File: src/rtl/display_scan_ctrl_pkg.sv
// Shared constants and types for the multiplexed 7-segment display driver.
package disp_pkg;

    localparam int unsigned DEF_NUM_DIGITS = 8;

    localparam logic [6:0] SEG_BLANK = 7'h7F;

    // Active-low {g,f,e,d,c,b,a} patterns for hex digits 0..F.
    localparam logic [6:0] SEG_TABLE [16] = '{
        7'b1000000, 7'b1111001, 7'b0100100, 7'b0110000,
        7'b0011001, 7'b0010010, 7'b0000010, 7'b1111000,
        7'b0000000, 7'b0010000, 7'b0001000, 7'b0000011,
        7'b1000110, 7'b0100001, 7'b0000110, 7'b0001110
    };

    typedef enum logic {S_BLANK, S_SHOW} scan_state_t;

endpackage

File: src/rtl/display_scan_ctrl_if.sv
// Data inputs from the preview selector and the registered display drive outputs.
interface display_scan_ctrl_if #(
    parameter int unsigned NUM_DIGITS = disp_pkg::DEF_NUM_DIGITS
);

    logic [4*NUM_DIGITS-1:0] digits;
    logic [NUM_DIGITS-1:0]   en_n;
    logic [NUM_DIGITS-1:0]   dp_in_n;
    logic [NUM_DIGITS-1:0]   an_n;
    logic [6:0]              seg_n;
    logic                    dp_n;
    logic                    frame_done;

    modport master (
        output digits, en_n, dp_in_n,
        input  an_n, seg_n, dp_n, frame_done
    );

    modport slave (
        input  digits, en_n, dp_in_n,
        output an_n, seg_n, dp_n, frame_done
    );

endinterface

File: src/rtl/hex_to_7seg.sv
// Combinational hex nibble to active-low 7-segment pattern decoder.
module hex_to_7seg
    import disp_pkg::*;
(
    input  logic [3:0] hex,
    output logic [6:0] seg_n
);

    assign seg_n = SEG_TABLE[hex];

endmodule

File: src/rtl/display_scan_ctrl.sv
// Time-multiplexed 8-digit common-anode display scanner with per-slot dead time
// and a once-per-frame input snapshot.
module display_scan_ctrl
    import disp_pkg::*;
#(
    parameter int unsigned NUM_DIGITS   = DEF_NUM_DIGITS,
    parameter int unsigned REFRESH_DIV  = 100_000,
    parameter int unsigned BLANK_CYCLES = 1_000
) (
    input  logic                 clk,
    input  logic                 reset_n,
    display_scan_ctrl_if.slave   bus
);

    localparam int unsigned SLOT_W = $clog2(REFRESH_DIV);
    localparam int unsigned IDX_W  = (NUM_DIGITS > 1) ? $clog2(NUM_DIGITS) : 1;
    localparam logic [SLOT_W-1:0] SLOT_LAST = SLOT_W'(REFRESH_DIV - 1);
    localparam logic [IDX_W-1:0]  IDX_LAST  = IDX_W'(NUM_DIGITS - 1);

    logic [SLOT_W-1:0]       slot_q, slot_d;
    logic [IDX_W-1:0]        idx_q, idx_d;
    scan_state_t             state_q, state_d;

    logic [4*NUM_DIGITS-1:0] snap_digits_q;
    logic [NUM_DIGITS-1:0]   snap_en_q;
    logic [NUM_DIGITS-1:0]   snap_dp_q;

    logic [NUM_DIGITS-1:0]   an_q, an_d;
    logic [6:0]              seg_q, seg_d;
    logic                    dp_q, dp_d;
    logic                    fd_q, fd_d;

    logic                    slot_wrap;
    logic                    frame_start;
    logic                    frame_end;
    logic [3:0]              nibble;
    logic [6:0]              nibble_seg;

    always_comb begin
        slot_wrap   = (slot_q == SLOT_LAST);
        frame_start = (slot_q == '0) && (idx_q == '0);
        frame_end   = slot_wrap && (idx_q == IDX_LAST);
        slot_d      = slot_wrap ? '0 : slot_q + 1'b1;
        idx_d       = idx_q;
        if (slot_wrap) begin
            idx_d = (idx_q == IDX_LAST) ? '0 : idx_q + 1'b1;
        end
    end

    // Slot phase tracks the counter value it will hold after this edge.
    always_comb begin
        state_d = state_q;
        unique case (state_q)
            S_BLANK: if (32'(slot_d) >= BLANK_CYCLES) state_d = S_SHOW;
            S_SHOW:  if (32'(slot_d) < BLANK_CYCLES)  state_d = S_BLANK;
            default: state_d = S_BLANK;
        endcase
    end

    assign nibble = snap_digits_q[{idx_q, 2'b00} +: 4];

    hex_to_7seg u_hex_to_7seg (
        .hex   (nibble),
        .seg_n (nibble_seg)
    );

    // Disabled digits still consume their slot so brightness is independent of the mask.
    always_comb begin
        an_d  = '1;
        seg_d = SEG_BLANK;
        dp_d  = 1'b1;
        fd_d  = frame_end;
        if ((state_q == S_SHOW) && !snap_en_q[idx_q]) begin
            an_d[idx_q] = 1'b0;
            seg_d       = nibble_seg;
            dp_d        = snap_dp_q[idx_q];
        end
    end

    always_ff @(posedge clk or negedge reset_n) begin
        if (!reset_n) begin
            slot_q  <= '0;
            idx_q   <= '0;
            state_q <= (BLANK_CYCLES > 0) ? S_BLANK : S_SHOW;
        end else begin
            slot_q  <= slot_d;
            idx_q   <= idx_d;
            state_q <= state_d;
        end
    end

    always_ff @(posedge clk or negedge reset_n) begin
        if (!reset_n) begin
            snap_digits_q <= '0;
            snap_en_q     <= '1;
            snap_dp_q     <= '1;
        end else if (frame_start) begin
            snap_digits_q <= bus.digits;
            snap_en_q     <= bus.en_n;
            snap_dp_q     <= bus.dp_in_n;
        end
    end

    always_ff @(posedge clk or negedge reset_n) begin
        if (!reset_n) begin
            an_q  <= '1;
            seg_q <= SEG_BLANK;
            dp_q  <= 1'b1;
            fd_q  <= 1'b0;
        end else begin
            an_q  <= an_d;
            seg_q <= seg_d;
            dp_q  <= dp_d;
            fd_q  <= fd_d;
        end
    end

    assign bus.an_n       = an_q;
    assign bus.seg_n      = seg_q;
    assign bus.dp_n       = dp_q;
    assign bus.frame_done = fd_q;

endmodule

File: src/flat_wrapper.sv
// flat-port wrapper written by rule: the top's interface ports become plain ports
module display_scan_ctrl_flat import disp_pkg::*;
#(
    parameter int unsigned NUM_DIGITS   = DEF_NUM_DIGITS,
    parameter int unsigned REFRESH_DIV  = 100_000,
    parameter int unsigned BLANK_CYCLES = 1_000
)
  (clk, reset_n, bus_digits, bus_en_n, bus_dp_in_n, bus_an_n, bus_seg_n, bus_dp_n, bus_frame_done);
  display_scan_ctrl_if #(.NUM_DIGITS(NUM_DIGITS)) bus_i ();
  input  logic clk;
  input  logic reset_n;
  input wire logic [$bits(bus_i.digits)-1:0] bus_digits;
  input wire logic [$bits(bus_i.en_n)-1:0] bus_en_n;
  input wire logic [$bits(bus_i.dp_in_n)-1:0] bus_dp_in_n;
  output wire logic [$bits(bus_i.an_n)-1:0] bus_an_n;
  output wire logic [$bits(bus_i.seg_n)-1:0] bus_seg_n;
  output wire logic [$bits(bus_i.dp_n)-1:0] bus_dp_n;
  output wire logic [$bits(bus_i.frame_done)-1:0] bus_frame_done;
  assign bus_i.digits = bus_digits;
  assign bus_i.en_n = bus_en_n;
  assign bus_i.dp_in_n = bus_dp_in_n;
  assign bus_an_n = bus_i.an_n;
  assign bus_seg_n = bus_i.seg_n;
  assign bus_dp_n = bus_i.dp_n;
  assign bus_frame_done = bus_i.frame_done;
  display_scan_ctrl #(.NUM_DIGITS(NUM_DIGITS), .REFRESH_DIV(REFRESH_DIV), .BLANK_CYCLES(BLANK_CYCLES)) u_core (.clk(clk), .reset_n(reset_n), .bus(bus_i));
endmodule
File: config.mk
export PLATFORM = sky130hd
export DESIGN_NAME = display_scan_ctrl_flat
export DESIGN_NICKNAME = d
export VERILOG_FILES = /design/src/rtl/display_scan_ctrl_pkg.sv /design/src/rtl/display_scan_ctrl_if.sv /design/src/rtl/hex_to_7seg.sv /design/src/rtl/display_scan_ctrl.sv /design/src/flat_wrapper.sv
export SDC_FILE = /design/constraint.sdc
export NUM_CORES = 1
export LEC_CHECK = 0
export ABC_AREA = 1
export CAP_MARGIN = 20
export CORE_ASPECT_RATIO = 0.5
export CORE_MARGIN = 3
export CORE_UTILIZATION = 39
export DETAILED_ROUTE_END_ITERATION = 10
export PLACE_DENSITY = 0.67
export SLEW_MARGIN = 20
export SYNTH_ARGS = -nofsm -noshare
export SYNTH_HDL_FRONTEND = slang
export SYNTH_HIERARCHICAL = 1
export SYNTH_SLANG_ARGS = --single-unit
File: constraint.sdc
create_clock -name clk -period 5.2 [get_ports clk]
set_input_delay 1.3 -clock clk [delete_from_list [all_inputs] [get_ports clk]]
set_output_delay 1.3 -clock clk [all_outputs]
set_load 0.03 [all_outputs]
Word-level counts from Yosys, hierarchy flattened
Memories as Yosys holds them, arrays and structs flattened.
Index checks and enable logic that the tools add are counted.
{"block": "word_totals", "elab_cells": 47, "out_inout_bits": 17, "memories": 1, "regBits": 86, "mem_bits_ro": 112, "input_bits": 50}
{"block": "op_classes", "bitwise": 3, "muxes": 16, "n_addsub": 2, "eq_ne": 2, "order_cmp": 5, "n_shift": 1, "reduce_logical": 7}
{"memory": "(no name shown)", "depth": 16, "width": 7, "rd": 1, "rd_clocked_by_memory_dff": 0, "write_ports": 0, "line_no": "hex_to_7seg.sv:9", "rtl": "assign seg_n = SEG_TABLE[hex];"}
{"cell": "$shiftx 32x6->4", "count": 1}
{"cell": "$mux 7", "count": 3}
{"cell": "$add 17x1->17 const B", "count": 1}
{"cell": "$eq 17x17->1 const B", "count": 1}
{"cell": "$ge 17x10->1 const B", "count": 1}
{"cell": "$logic_not 17->1", "count": 1}
{"cell": "$lt 17x10->1 const B", "count": 1}
{"cell": "$mux 17", "count": 1}
{"cell": "$mux 8", "count": 1}
{"cell": "$not 8->8", "count": 1}
{"cell": "$bmux 1 s3", "count": 2}
{"cell": "$mux 1", "count": 6}
{"cell": "$ge 5x5->1 const B", "count": 1}
{"cell": "$not 4->5", "count": 1}
{"cell": "$logic_and 1x1->1", "count": 4}
{"cell": "$lt 3x4->1 const B", "count": 1}
{"cell": "$add 3x1->3 const B", "count": 1}
{"cell": "$demux 1 s3", "count": 1}
{"cell": "$eq 3x3->1 const B", "count": 1}
{"cell": "$ge 3x1->1 const B", "count": 1}
{"cell": "$logic_not 3->1", "count": 1}
{"cell": "$mux 3", "count": 1}
{"cell": "$pmux 1 s2", "count": 1}
{"cell": "$logic_not 1->1", "count": 1}
{"cell": "$not 1->1", "count": 1}

Longest topological paths before layout
Gate-level depths: netlist of the first run.
{"block": "logic_depth", "word_depth": 6, "ltp_mapped": 15, "ltp_nobuf": 15}

Hierarchy
The synthesis of the first run kept the hierarchy.
{"module": "display_scan_ctrl", "seq_area_each_um2": 2192.1, "cells_per_inst": 522, "area_per_inst_um2": 4164.0, "instances": 1}
{"module": "hex_to_7seg", "seq_area_each_um2": 0.0, "cells_per_inst": 51, "area_per_inst_um2": 275.3, "instances": 1}

Worst setup path before layout of the first run
No wires, ideal clock.
{"block": "synth_path", "path_kind": "register to register", "from": "register u_core.idx_q[1]", "to": "register u_core.seg_q[3] (netlist: u_core/bus.seg_n[3])", "path_stages_with_launch": 13, "n_path_buf": 0, "synth_period_minus_slack_ps": 2020, "arrival_ps": 1959, "setup_slack_ps": 3180, "setup_time_ps": 60, "t_required_ps": 5140, "cell_sequence": "dfrtp_1 > nor3_1 > a221oi_1 > nand2_1 > inv_1 > ha_1 > inv_1 > nand2_1 > nand2_1 > nand2_1 > nand2_1 > inv_1 > nand2_1"}
{"block": "synth_via", "elab_chain_cells": 6, "word_cells_on_any_way": 10, "classes_between": "1 x shift; 5 x mux; 1 x bitwise; 2 x reduce/logical; 1 x memory"}
{"element": "from (decl)", "line_no": "display_scan_ctrl.sv:21", "rtl": "logic [IDX_W-1:0] idx_q, idx_d;"}
{"element": "from (signal assigned)", "line_no": "display_scan_ctrl.sv:87", "rtl": "idx_q <= idx_d;"}
{"element": "$shiftx 32x6->4", "line_no": "display_scan_ctrl.sv:60", "rtl": "assign nibble = snap_digits_q[{idx_q, 2'b00} +: 4];"}
{"element": "via u_core.nibble[0]", "line_no": "display_scan_ctrl.sv:36", "rtl": "logic [3:0] nibble;"}
{"element": "$not 4->5 (implied by the code)", "line_no": "hex_to_7seg.sv:9"}
{"element": "$mem_v2 16x7"}
{"element": "$mux 7 (implied by the code) (2 in series)", "line_no": "hex_to_7seg.sv:9"}
{"element": "via u_core.nibble_seg[3]", "line_no": "display_scan_ctrl.sv:37", "rtl": "logic [6:0] nibble_seg;"}
{"element": "$mux 7", "line_no": "display_scan_ctrl.sv:73", "rtl": "if ((state_q == S_SHOW) && !snap_en_q[idx_q]) begin"}
{"element": "via u_core.seg_d[3]", "line_no": "display_scan_ctrl.sv:29", "rtl": "logic [6:0] seg_q, seg_d;"}
{"element": "to (signal assigned)", "line_no": "display_scan_ctrl.sv:112", "rtl": "seg_q <= seg_d;"}
{"element": "to (decl)", "line_no": "display_scan_ctrl.sv:29"}
The timed path passes the listed nets, and every way through them passes these cells. The select of a mux whose other input is x is not followed.
A chain may end at the register's enable or synchronous reset.

Worst setup path after layout of the first run
{"block": "layout_path", "from": "register u_core.dp_q (netlist: u_core/bus.dp_n)", "to": "output bus_dp_n"}
{"element": "from (decl)", "line_no": "display_scan_ctrl.sv:30", "rtl": "logic dp_q, dp_d;"}
{"element": "from (signal assigned)", "line_no": "display_scan_ctrl.sv:113", "rtl": "dp_q <= dp_d;"}
{"element": "to (decl)", "line_no": "flat_wrapper.sv:17", "rtl": "output wire logic [$bits(bus_i.dp_n)-1:0] bus_dp_n;"}
No word-level cell between the ends.

==> summary by stage, run 1 <==
Worst setup path
The signal arrival time at the worst endpoint is roughly 1.5 ns. The critical path in this run is classified as reg -> out. Walking the worst path, the cells encountered are clkdlybuf4s50_1. The cell count of the worst reg-to-reg path is 12. The critical path data required time is ~3.9 ns. The worst setup path is captured at an output pin. The launch point of the worst reg-to-reg path is u_core/idx_q[1]. Counting both buffers and inverters, the worst setup path holds a total of 1. The family with the most delay on the worst path is buffers and inverters. In this design, the stage delay of the slowest critical-path cell is between 0.6 and 0.7 ns.

Along the worst path, the maximum fanout reaches 1. The worst-path cell with the longest stage delay is clkdlybuf4s50_1. The setup slack on the worst flop-to-flop path is between 2 and 3 ns. The worst register-to-register path ends at u_core/bus.seg_n[3]. The startpoint type of the worst setup path is a flip-flop.

Cells and area
The post-route cell area is around 0.0055 sq mm. The share of layout cells above drive strength 1 is between 9 and 10%. The post-layout utilization of the core is 51.4%.

The layout overhead on the synthesized area is 23.2%. At the end of the flow, the number of nets in the layout was between 600 and 700. The number of inserted diodes is 0.

Power
The reported leakage power is approximately 2.9 nW. The sequential power share is just under 50%. The part of the power in combinational logic is 6.8%. Power spread over the standard cell area amounts to ~260 mW/mm^2. Per report_power, the clock group accounts for around 44% of the total. The maximum VDD drop is approximately 120 uV. The internal power summed over all cells is 1.12 mW.

The proportion of total power due to net switching is around 22%. Summed over all nets, the switching power comes to about 320 uW.

Timing
The final setup TNS is 0 ns. The relative max-transition margin is ~45%. Between clock sinks in the finished design, the worst skew comes to between 0.008 and 0.009 ns. The top achievable clock speed is approximately 0.35 GHz. The final cycle utilization of the critical path is 54.4%. The count of pins over their slew limit is 0. Setup repair after global routing left no endpoint under its margin. The number of hold violations in the final report is 0.

Setup violations remaining at the end of the flow were counted as 0. The worst path needs about 2.8 ns of the cycle, external delays included. At the pin with the least slew margin, the transition time is slightly above 0.8 ns.

GRT
The via count of the first global-routing pass is about 3500. Across every metal layer, demand over resource in global routing totals roughly 17%. The initial antenna violation count was 0. The overflow left after global routing is 0. The maximum number of pins on one net before global-route repair is 97. The first global-routing pass estimated around 17 mm of wire.

Floorplanning
In this run the core area contains 26 standard-cell rows. The horizontal die dimension is 157 um. The initial utilization of the core area, before any placement, comes to 41.7%. The die covers around 0.013 sq mm.

Measured along the y axis, the die boundary spans around 81 um. After floorplanning, the core was sized to cover roughly 0.011 sq mm. The number of top-level pins is 67.

Yosys
In this run, synthesis inferred 0 flip-flops with an integrated enable. Yosys printed 6 warnings. The net count of the mapped netlist is around 640. The area share of the largest cell type after synthesis is a little over 30%. The share of synthesized flip-flops with an asynchronous set or reset is 100%. In the post-synthesis netlist, the cell with the most instances is nand2_1. Counting instances in the post-synthesis netlist gives the leading cell types as nand2_1, inv_1, dfrtp_1. Sequential elements use 49.4% of the synthesized area. After synthesis, the cell types taking the most area are dfrtp_1, dfstp_2, nand2_1, inv_1, nor2_1. The number of different library cells in the post-synthesis netlist is 32. After synthesis the netlist holds a flip-flop and latch count of 86. In the synthesized netlist the dominant register cell turns out to be dfrtp_1. The cell count after synthesis is 573. The cell taking the most area after synthesis is dfrtp_1. A synthesized cell averages 7.75 sq um.

The post-synthesis cell area is approximately 0.0044 sq mm.

Clock network
TritonCTS built the clock tree. The maximum clock path buffer count is 2. In this run the clock root is driven by a clkbuf_16. The clock-pin slew reported for the worst setup and hold paths after clock tree synthesis is around 0.070 ns.

The clock net in this run drives a total of 86 sinks. After clock tree synthesis, the flow added hold-fix buffers numbering 0. In this run the number of H-tree levels came out at 3. The total setup buffers inserted after CTS is 0. The post-CTS resize count is 0.

Counting the buffers created by CTS gives 9. The clock latency reported for the late side of the worst-skew pair is roughly 0.34 ns.

Worst hold path
The critical hold path startpoint is u_core/snap_en_q[4]. The cell count of the worst hold path is 2. The terminating pin of the worst hold path is u_core/snap_en_q[4].

The tightest min-delay check is of the reg -> reg type.

Place
The placed standard-cell area is a little over 0.005 sq mm. The congestion estimate from routability-driven global placement came to approximately 0.87. The final HPWL from detailed placement is around 7.4 mm. The count of port buffers added during placement is between 60 and 70.

Detailed routing
In the routed design, unresolved DRC markers number 0. After detailed routing, the number of vias per cell comes to about 4.7. The overall routed net length is approximately 9.9 mm. In this run, the number of DRC markers left after iteration 0 of detailed routing was between 150 and 200. The iteration count of the initial detailed-routing pass is 4. In the final routed layout, each cell accounts on average for 12.7 um. The via count is ~3700.

The count of nets left with antenna violations once routing finished came out at 0.

Run
The max-capacitance violation count is 0.

Status
The flow ran to the end, and the final reports show no timing, DRC or antenna violations.
## layout by cell type (no fill, tap or decap), types with 2 or more instances in the layout
| cell | count |
|---|---|
| nand2_1 | 171 |
| inv_1 | 112 |
| clkdlybuf4s50_1 | 65 |
| dfrtp_1 | 54 |
| nor2_1 | 47 |
| dfstp_2 | 32 |
| nand3_1 | 31 |
| o21ai_0 | 29 |
| o21ai_1 | 25 |
| ha_1 | 12 |
| clkbuf_16 | 9 |
| inv_2 | 7 |
| nand4_1 | 6 |
| a221oi_1 | 5 |
| o2bb2ai_1 | 4 |
| buf_4 | 3 |
| a22oi_1 | 3 |
| inv_4 | 2 |
| clkinv_2 | 2 |
| o21bai_1 | 2 |
| nor3_1 | 2 |
| a22o_1 | 2 |
| xor2_1 | 2 |
| a21oi_1 | 2 |
## per-layer routing
metal	vias up	track usage (%)	wire, um
met1	1699	21.4	4790
li1	1890	-	-
met4	0	4.72	99
met5	-	0	0
met2	70	27.6	4630
met3	9	4.53	405
## area by class of cell
class / count / area, sq um
Inverter: 119 / 447
Sequential cell: 86 / 2190
Clock buffer: 9 / 225
Tap cell: 140 / 175
Multi-Input combinational cell: 352 / 1690
Clock inverter: 7 / 70.1
Fill cell: 1020 / 5170
Timing Repair Buffer: 68 / 673
## power groups by stage
| stage | registers (mW) | clock network (mW) | logic (mW) |
|---|---|---|---|
| floorplan | 0.713 | 0 | 0.0413 |
| detailed placement | 0.716 | 0 | 0.0998 |
| CTS | 0.705 | 0.658 | 0.100 |
| global route | 0.707 | 0.688 | 0.112 |
| global placement | 0.716 | 0 | 0.0982 |
| finish | 0.705 | 0.637 | 0.0982 |
## state kept, by name, summed over array words and instances (netlist names)
| signal | flops |
|---|---|
| u_core/snap_dp_q | 8 |
| u_core/snap_en_q | 8 |
| u_core/state_q | 1 |
| u_core/snap_digits_q | 32 |
| u_core/idx_q | 3 |
| u_core/bus.frame_done | 1 |
| u_core/bus.an_n | 8 |
| u_core/slot_q | 17 |
| u_core/bus.seg_n | 7 |
| u_core/bus.dp_n | 1 |
## worst max path at each step
| stage | startpoint | endpoint | slack (ns) | depth (start not counted) |
|---|---|---|---|---|
| after floorplan | u_core/idx_q[1] | u_core/bus.seg_n[3] | 3.18 | 12 |
| after global placement | u_core/bus.an_n[4] | bus_an_n[4] | 2.75 | 1 |
| after detailed placement | u_core/idx_q[1] | u_core/bus.seg_n[3] | 2.71 | 12 |
| after CTS | u_core/bus.dp_n | bus_dp_n | 2.35 | 1 |
| after global routing | u_core/bus.an_n[4] | bus_an_n[4] | 2.33 | 1 |
| final | u_core/bus.dp_n | bus_dp_n | 2.37 | 1 |
## through the flow
step | setup slack, ns | hold slack, ns | power, mW | cells
global route | 2.33 | 0.490 | 1.51 | 781
finish | 2.37 | 0.477 | 1.44 | 781
floorplan | 3.18 | 0.453 | 0.754 | 573
CTS | 2.35 | 0.476 | 1.46 | 781
global placement | 2.75 | 0.465 | 0.814 | 765
detailed placement | 2.71 | 0.467 | 0.816 | 765
## cells by family (layout without fill, tap and decap cells)
| group | after synthesis | after routing | share of synthesized area (%) |
|---|---|---|---|
| flip-flops | 86 | 86 | 49.4 |
| AND/OR/NAND/NOR | 263 | 263 | 24.4 |
| adder cells (fa/ha/maj) | 12 | 12 | 3.38 |
| XOR/XNOR | 2 | 2 | 0.395 |
| AO/OA/AOI/OAI | 75 | 75 | 9.86 |
| buffers and inverters | 135 | 203 | 12.6 |
Note: power is estimated with default switching activity, not from simulation.
==> run 2, diff against run 1 <==
--- a/config.mk
+++ b/config.mk
@@ -11,7 +11,7 @@
 export CORE_MARGIN = 3
 export CORE_UTILIZATION = 39
 export DETAILED_ROUTE_END_ITERATION = 10
-export PLACE_DENSITY = 0.67
+export PLACE_DENSITY = 0.69
 export SLEW_MARGIN = 20
 export SYNTH_ARGS = -nofsm -noshare
 export SYNTH_HDL_FRONTEND = slang
==> constraint.sdc (replaced) <==
create_clock -name clk -period 2.45 [get_ports clk]
set_input_delay 0.6125 -clock clk [delete_from_list [all_inputs] [get_ports clk]]
set_output_delay 0.6125 -clock clk [all_outputs]
set_load 0.03 [all_outputs]
==> run 2 against run 1 <==
Compared with the run above: clock-buffer cell count rose by 2; utilization rose by 0.65 points; first-iteration DRC count grew 54%; global-route usage up 0.36 points; register-to-register slack lost 2.5 ns; clock power increased by 120%; critical endpoint is now u_core/bus.seg_n[3]; clock skew fell by 0.0036 ns; final cell count increased by 0.64%; sequential share of layout area shrank 0.48 points; sequential power increased by 110%; final area rose by 1.3%.
==> summary by stage, run 2 (same netlist as run 1, synthesis figures left out) <==
Worst setup path
Data on the critical path arrives at its endpoint at 2.53 ns. The highest net fanout along the worst path is 8. In this design, the stage delay of the slowest critical-path cell is roughly 0.54 ns. Counting stages on the worst path, the most repeated cell is nand2_1. STA classifies the critical path endpoint as a flip-flop. The number of gates on the worst path with buffers counted is 15. The critical path start-end classification is reg -> reg.

The critical path data required time is roughly 2.7 ns. Walking the worst path, the cells encountered are inv_2 > nand3_1 > inv_2 > o2bb2ai_1 > a221oi_1 > nand2_1 > inv_1 > ha_1 > inv_1 > nand2_1 > nand2_1 > nand2_1 > nand2_1 > inv_1 > nand2_1. The cell count of the worst reg-to-reg path is 15. The buffering stage count on the worst path with inverters included is 5.

Among all stages on the critical path, the largest delay is contributed by dfrtp_1. The worst setup path is launched from a flip-flop. The family with the most delay on the worst path is simple AND/OR/NAND/NOR gates.

Clock network
Clock-pin slew was measured on the worst setup and hold paths at 0.06 ns. In this run the clock root is driven by a clkbuf_16. The later pin in the worst-skew pair is clocked with a latency of 0.34 ns.

The maximum clock path buffer count is 2. The CTS buffer count is 9. The CTS tree is built. The number of hold buffers added after cts is 0. The count of H-tree levels built during CTS is 3.

Counting every sink on the clock net gives 86.

Power
Of the total power, the clock network draws between 40% and 50%. Per report_power, the combinational group accounts for under 10% of the total. The sequential power share is between 40% and 50%.

The maximum VDD drop is about 440 uV. The sum of internal, switching and leakage power is 3.11 mW. Net switching is a little over a fifth of the power. The reported leakage power is between 2 and 3 nW. The switching power is between 600 and 700 uW.

The power per cell area is around 560 mW/mm^2. Internal power comes to roughly 2.4 mW.

Detailed routing
Summed over all nets, wire length on met3 after detailed routing comes to 423 um. After detailed routing, the average wire length per cell comes to between 10 and 15 um. After detailed routing, the number of remaining DRC violations is 0. For this block, the via count after detailed routing is around 3700. The final layout contains routed wiring with a total length of between 10 and 15 mm.

After the first detailed-routing iteration, the DRC count stood at 269. In this run the remaining antenna-violating nets after routing total 0. The first detailed-routing pass took 4 iterations. The length of routed met2 wiring is 4.83 mm. The top routing layer in use is met4. The average via count per standard cell is about 4.7.

The met1 layer wirelength in the final routing is 4.66 mm.

Run
The max-capacitance violation count is 0.

Timing
The final worst clock skew is between 0.005 and 0.006 ns. The post-route minimum period is about 2.2 ns. In the finished design, the share of the clock period the worst path needs comes to between 90 and 100%. Timing would allow up to about 0.45 GHz.

The transition time at the pin with the least slew margin is 0.834 ns. The total of endpoints with negative setup slack in the final report is 0. The final setup TNS is 0 ns. The count of pins over their slew limit is 0. The worst pin sits at a relative slew slack of between 40 and 50%. The number of hold violations in the final report is 0.

Floorplanning
The placeable core area is 0.0106 sq mm. The starting density of the core is between 40% and 50%. The die boundary height is 81.4 um.

The standard-cell row count is 26. The die covers around 0.013 sq mm. In this run the count of I/O pins placed on the die edge is 67.

The horizontal die dimension is ~160 um.

Cells and area
The repair_antennas step left the layout with diodes totalling 0. The share of layout cells above drive strength 1 is 10.7%. The final-layout fill cell count is between 1000 and 1500. The most common library cell in the layout ignoring fill and taps is nand2_1. The final layout contains between 700 and 800 nets.

The area growth from synthesis to layout is 24.8%. The area taken by flip-flops and latches is 0.00219 sq mm. The finished cells cover 0.00554 sq mm. The register with the most flip-flops in the layout has 32 of them. The total area of multi-input combinational cells is roughly 0.0017 sq mm.

In the final layout, the registers with the most flip-flops are u_core/snap_digits_q x32, u_core/slot_q x17. Leaving out fill and tap cells, the most frequent cells in the layout are nand2_1, inv_1, clkdlybuf4s50_1. The register bank with the most flops is u_core/snap_digits_q.

Place
The placed standard-cell area is around 0.0052 sq mm. At the end of routability-driven placement, the weighted congestion stood at 0.864. The final HPWL from detailed placement is 7.60 mm. The count of buffers added on input and output ports is 66.

Worst hold path
The tightest min-delay check is of the in -> async type.

GRT
For this run, the total global-route usage over all layers was measured as 16.9%. The via count of the first global-routing pass is 3581. The overflow left after global routing is 0. The wire length of the first global-routing pass is ~17 mm. Entering global routing, the biggest net connects 97 pins. The initial antenna violation count came to 0.

Status
The flow ran to the end, and the final reports show no timing, DRC or antenna violations.
## run 2: power groups by stage
| stage | clock network, mW | logic [mW] | registers, mW |
|---|---|---|---|
| after global placement | 0 | 0.213 | 1.53 |
| after floorplan | 0 | 0.0876 | 1.51 |
| final | 1.39 | 0.217 | 1.50 |
| after global routing | 1.49 | 0.247 | 1.50 |
| after CTS | 1.43 | 0.218 | 1.50 |
| after detailed placement | 0 | 0.217 | 1.52 |
## run 2: area by class of cell
class                      instances  area share [%]
inverter                         119            8.06
multi-input combinational        352            30.6
clock inverter                     5           0.971
clock buffer                      11            4.56
timing repair buffer              73            13.1
tap                              140            3.16
sequential                        86            39.6
## run 2: what timing repair did
item / in CTS / in global routing
gates resized for setup: 0 / 2
buffers inserted: 0 / 2
endpoints found under the setup margin: 0 / 2
## run 2: final timing paths
kind	start	endpoint	slack [ns]
hold / removal	reset_n	u_core/slot_q[11]	0.25
setup / recovery	u_core/idx_q[1]	u_core/bus.seg_n[3]	0.20
min in group clk	u_core/snap_dp_q[7]	u_core/snap_dp_q[7]	0.47
max in group asynchronous	reset_n	u_core/bus.seg_n[0]	1.52
setup reg to reg	u_core/idx_q[1]	u_core/bus.seg_n[3]	0.20
hold reg to reg	u_core/snap_dp_q[7]	u_core/snap_dp_q[7]	0.47
## run 2: metrics by stage
step / worst slack [ns] / hold slack [ns] / std cells / utilization [%]
floorplan: 0.430 / 0.317 / 573 / -
global placement: 0.370 / 0.467 / 768 / 49.0
detailed placement: 0.189 / 0.465 / 768 / 49.0
CTS: 0.169 / 0.259 / 784 / 51.9
global route: -0.00707 / 0.285 / 786 / 52.1
finish: 0.204 / 0.248 / 786 / 52.1
## run 2: per-layer routing
| metal | track usage [%] | up-vias |
|---|---|---|
| li1 | - | 1893 |
| met2 | 28.8 | 62 |
| met3 | 3.68 | 16 |
| met4 | 7.07 | 0 |
| met1 | 21.2 | 1745 |
| met5 | 0 | - |
==> RTL edit 1 (flow settings as in run 1) <==
`BLANK_CYCLES` is set to 1_000 in 2 places; all go to 500.
--- a/src/rtl/display_scan_ctrl.sv
+++ b/src/rtl/display_scan_ctrl.sv
@@ -5,7 +5,7 @@
 #(
     parameter int unsigned NUM_DIGITS   = DEF_NUM_DIGITS,
     parameter int unsigned REFRESH_DIV  = 100_000,
-    parameter int unsigned BLANK_CYCLES = 1_000
+    parameter int unsigned BLANK_CYCLES = 500
 ) (
     input  logic                 clk,
     input  logic                 reset_n,
--- a/src/flat_wrapper.sv
+++ b/src/flat_wrapper.sv
@@ -3,7 +3,7 @@
 #(
     parameter int unsigned NUM_DIGITS   = DEF_NUM_DIGITS,
     parameter int unsigned REFRESH_DIV  = 100_000,
-    parameter int unsigned BLANK_CYCLES = 1_000
+    parameter int unsigned BLANK_CYCLES = 500
 )
   (clk, reset_n, bus_digits, bus_en_n, bus_dp_in_n, bus_an_n, bus_seg_n, bus_dp_n, bus_frame_done);
   display_scan_ctrl_if #(.NUM_DIGITS(NUM_DIGITS)) bus_i ();
Behaviour: no difference found for any inputs over 10 cycles, from zero or initial values and one cycle with reset_n low; that may be too few to reach the edited logic, so the function may still have changed.
==> RTL edit 1 against run 1 <==
- synthesized cell count shrank 1.9%
- synthesized area shrank 2.3%
- combinational power decreased by 3.6%
- largest cell class unchanged
- largest power group unchanged
- count of clock-buffer cells in the layout did not move
- sequential cell count is the same
- sequential share of layout area rose by 0.25 points
- final area shrank 0.62%
- global-route usage grew 0.17 points
- total power grew 3.7%
- worst setup slack got worse by 0.0039 ns
- wire length shrank 0.55%
==> RTL edit 1: results <==
[cts]
clock_latency_ns = 0.34
clk_pin_slew_worst_paths_ns = 0.07
htreeDepth = 3
ctsResizeCount = 0
postCtsSetupBuffers = 0
clockBufferDepth = 2
numCtsBuffers = 9
root_buffer = "clkbuf_16"

[worst_hold_path]
hold_path_class = "flip-flop to flip-flop"

[detailed_routing]
first_pass_iters = 6
viasPerCell = 4.70
wl_met2_mm = 4.84
routed_wl_mm = 9.87
drt_iter0_drc = 203
top_layer = "met4"
met3_length_um = 511
drt-met1-wl_mm = 4.41

[sta]
worst_pin_slew_ns = 0.787
whs_ns = 0.488
clock_skew_ns = 0.00566

[global_route]
grt_pass1_vias = 3491
grt_use_total_pct = 16.7
antenna_found_initial = 0
grt_first_pass_wirelength_mm = 16.5
grt_max_degree = 97

[cells_and_area]
top_regs = "u_core/snap_digits_q (32), u_core/slot_q (17)"
final_nets = 689
antenna_cells = 0
drive_above_1_share_pct = 9.02
fill_cells = 979

[placed_design]
placed_cell_area_um2 = 5110
gp_congestion = 0.928
hpwl_mm = 7.11
port_buffers = 66

[critical_path]
crit_family = "buffers and inverters"
slowest_stage = "clkdlybuf4s50_1"
critPathMaxStageDelay_ns = 0.67
regToRegSetupSlack_ns = 2.75
cp.arrival_ns = 1.53
critPathMaxFanout = 1

[power]
ir_worst_vdd_uv = 172
power_leakage_uw = 0.00285

[logic_synthesis]
seq_area_frac_synth_pct = 50.5
synth_area_leaders = "dfrtp_1, dfstp_2, nand2_1"
async_reset_ff_share_pct = 100
synth_cell_types = 26
synth_common_cells = "nand2_1, inv_1, dfrtp_1, o21ai_0, nand3_1"
syn-num-nets = 624
yosys_warnings = 6
synth-main-ff-cell = "dfrtp_1"

[run_status]
status = "finished clean"
==> RTL edit 1: cell types whose count changed in the layout (fill, tap and decap cells not counted), sizes merged, moves of 2 or more <==
cell	before	now
clkinv	3	1
inv	122	115
nand2	171	174
nand3	32	39
nor2	47	38
o21ai	54	57
o2bb2ai	4	0
==> RTL edit 1: worst paths after layout <==
| path | start | to | depth (start not counted) |
|---|---|---|---|
| setup / recovery | u_core/bus.an_n[7]$_DFF_PN1_ | bus_an_n[7] | 1 |
| hold reg to reg | u_core/snap_digits_q[12]$_DFFE_PN0P_ | u_core/snap_digits_q[12]$_DFFE_PN0P_ | 2 |
| setup reg to reg | u_core/idx_q[1]$_DFFE_PN0N_ | u_core/bus.seg_n[3]$_DFF_PN1_ | 14 |
| max in group asynchronous | reset_n | u_core/bus.seg_n[6]$_DFF_PN1_ | 2 |
| min in group asynchronous | reset_n | u_core/slot_q[6]$_DFF_PN0_ | 1 |
| hold / removal | u_core/snap_digits_q[12]$_DFFE_PN0P_ | u_core/snap_digits_q[12]$_DFFE_PN0P_ | 2 |
==> RTL edit 1: per-layer routing <==
layer,vias to the layer above,GRT usage [%]
met5,-,0
met4,0,4.49
met3,14,4.52
met2,92,28.4
met1,1662,21.3
li1,1864,-
==> RTL edit 1: metrics by stage <==
step           worst slack, ns  utilization, %  cells
4_1_cts                   2.35            51.7    772
6_report                  2.37            51.7    772
5_1_grt                   2.33            51.7    772
3_3_place_gp              2.75            48.6    756
3_5_place_dp              2.73            48.6    756
2_1_floorplan             3.31               -    562
==> RTL edit 1: final cells by class <==
| type | count | area (µm²) | share of cell area [%] |
|---|---|---|---|
| Clock buffer | 9 | 225 | 4.14 |
| Clock inverter | 7 | 103 | 1.89 |
| Inverter | 112 | 420 | 7.73 |
| Multi-Input combinational cell | 350 | 1650 | 30.3 |
| Sequential cell | 86 | 2190 | 40.3 |
| Tap cell | 140 | 175 | 3.22 |
| Timing Repair Buffer | 68 | 673 | 12.4 |
==> RTL edit 1: where the power goes <==
| part | switching (µW) | internal, µW | total (µW) | leakage (µW) |
|---|---|---|---|---|
| registers | 10.8 | 694 | 705 | 0.00100 |
| logic | 45.0 | 49.7 | 94.7 | 0.00169 |
| clock network | 268 | 426 | 694 | 0.000157 |
| total | 324 | 1170 | 1490 | 0.00285 |
==> RTL edit 1: cells by family after synthesis <==
kind of cell	after synthesis	share of synthesized area [%]
AOI/OAI and AO/OA	71	9.03
adders and majority gates	12	3.46
DFF	86	50.5
and+or+nand+nor	265	25.1
buffers and inverters	126	11.5
xor gates and xnor gates	2	0.404
==> RTL edit 2 (settings of run 1) <==
Made on the original files. Reset style: synchronous (`reset_n`), changed in 3 clocked blocks.
--- a/src/rtl/display_scan_ctrl.sv
+++ b/src/rtl/display_scan_ctrl.sv
@@ -77,7 +77,7 @@
         end
     end
 
-    always_ff @(posedge clk or negedge reset_n) begin
+    always_ff @(posedge clk) begin
         if (!reset_n) begin
             slot_q  <= '0;
             idx_q   <= '0;
@@ -89,7 +89,7 @@
         end
     end
 
-    always_ff @(posedge clk or negedge reset_n) begin
+    always_ff @(posedge clk) begin
         if (!reset_n) begin
             snap_digits_q <= '0;
             snap_en_q     <= '1;
@@ -101,7 +101,7 @@
         end
     end
 
-    always_ff @(posedge clk or negedge reset_n) begin
+    always_ff @(posedge clk) begin
         if (!reset_n) begin
             an_q  <= '1;
             seg_q <= SEG_BLANK;
Check against the original RTL: no difference found for any inputs over 10 cycles, from zero or initial values and one cycle with reset_n low; that may be too few to reach the edited logic, so the function may still have changed.
==> RTL edit 2 against run 1 <==
- utilization grew 1.2 points
- synthesized area shrank 6.2%
- final area shrank 4.5%
- non-clock buffer count grew 1
- wire length shrank 1.3%
- sequential cell count is the same
- global-route usage grew 0.11 points
- worst setup slack lost 0.35 ns
- sequential share of layout area shrank 7.1 points
- clock skew shrank 0.0015 ns
Power is not compared: it rests on default switching activity, and its combinational part moved more than twofold at a synthesized area within 25%.
==> RTL edit 2: results <==
[run_status]
status = "finished clean"

[power]
ir_worst_vdd_uv = 148
power_leakage_uw = 0.00225

[worst_hold_path]
hold_path_class = "flip-flop to flip-flop"
worst_hold_startpoint = "u_core/slot_q[0]$_SDFF_PN0_"

[cts]
numCtsBuffers = 9
root_buffer = "clkbuf_16"
ctsResizeCount = 0
clockBufferDepth = 2
clk_pin_slew_worst_paths_ns = 0.07
clock_latency_ns = 0.34
htreeDepth = 3
postCtsSetupBuffers = 0

[sta]
worst_pin_slew_ns = 0.966
clock_skew_ns = 0.00729

[placed_design]
gp_congestion = 0.900
port_buffers = 66
hpwl_mm = 7.16

[critical_path]
crit_start = "reset_n"
cp.arrival_ns = 3.35
critPathMaxStageDelay_ns = 0.71
regToRegStartpoint = "u_core/idx_q[0]$_SDFFE_PN0N_"
critPathMaxFanout = 16
slowest_stage = "clkdlybuf4s50_1"

[cells_and_area]
drive_above_1_share_pct = 6.96
final_nets = 675
antenna_cells = 0
fill_cells = 946
top_regs = "u_core/snap_digits_q (32), u_core/slot_q (17)"

[logic_synthesis]
synth-main-ff-cell = "dfxtp_1"
synth_common_cells = "nand2_1, inv_1, dfxtp_1"
synth_cell_types = 31
seq_area_frac_synth_pct = 41.4
yosys_warnings = 6
syn-num-nets = 618
synth_area_leaders = "dfxtp_1, nand2_1, inv_1"
async_reset_ff_share_pct = 0

[global_route]
grt_use_total_pct = 16.7
grt_first_pass_wirelength_mm = 16.1
antenna_found_initial = 0
grt_pass1_vias = 3369
grt_max_degree = 97

[detailed_routing]
viasPerCell = 4.85
drt_iter0_drc = 218
first_pass_iters = 4
routed_wl_mm = 9.80
[RTL edit 2: cell count changes after synthesis, sizes merged, moves of 5 or more]
| cell | delta |
|---|---|
| a21oi | +34 |
| o211ai | +15 |
| dfxtp | +86 |
| o22ai | +7 |
| buf | +6 |
| o21ai | -46 |
| inv | -19 |
| nand2 | -59 |
| o21a | +32 |
| dfstp | -32 |
| dfrtp | -54 |
| nor3 | +5 |
[RTL edit 2: critical path: cells and delay by family]
family	cells	cell delay [ns]
simple gates	3	1.01
buf+inv	2	1.04
[RTL edit 2: area by class of cell]
class | count | area [µm²] | area share (%)
Clock buffer | 9 | 225 | 4.31
Clock inverter | 7 | 121 | 2.32
Inverter | 100 | 375 | 7.19
Multi-Input combinational cell | 347 | 1930 | 36.9
Sequential cell | 86 | 1720 | 33.0
Tap cell | 135 | 169 | 3.23
Timing Repair Buffer | 69 | 683 | 13.1
[RTL edit 2: power breakdown]
part           internal (µW)  switching (µW)
Clock                    471             266
Combinational            105             131
Sequential               709            23.5
[RTL edit 2: logic make-up after synthesis]
logic type,count (synthesis),synth area share (%)
AND/OR/NAND/NOR,219,22.4
buffers and inverters,123,12.4
AO/OA/AOI/OAI,110,19.0
flip-flops,86,41.4
adder cells (fa/ha/maj),12,3.61
XOR/XNOR,6,1.26
[RTL edit 2: per-layer routing]
metal  vias up  GRT usage [%]  routed length [µm]
met1      1665           21.8                4520
met4         0           4.13                  94
met2        73           27.0                4570
li1       1909              -                   -
met3         7           5.23                 614
met5         -              0                   0
[RTL edit 2: path summary, 6_finish.rpt]
check | endpoint | slack [ns] | cells past startpoint
worst max register to register | u_core/bus.seg_n[3]$_SDFF_PN1_ | 2.63 | 12
worst min register to register | u_core/slot_q[0]$_SDFF_PN0_ | 0.47 | 1
worst min-delay path | u_core/slot_q[0]$_SDFF_PN0_ | 0.47 | 1
worst max-delay path | u_core/bus.dp_n$_SDFF_PN1_ | 2.03 | 5
[RTL edit 2: metrics by stage]
stage	instance area [µm²]	power [µW]	cells	setup WS, ns	hold slack, ns
after floorplan	4160	921	556	3.03	0.430
after global placement	4880	977	737	1.76	0.448
after detailed placement	4880	982	737	1.66	0.451
after CTS	5220	1720	753	2.02	0.469
after global routing	5220	1780	753	1.79	0.498
final	5220	1710	753	2.03	0.466
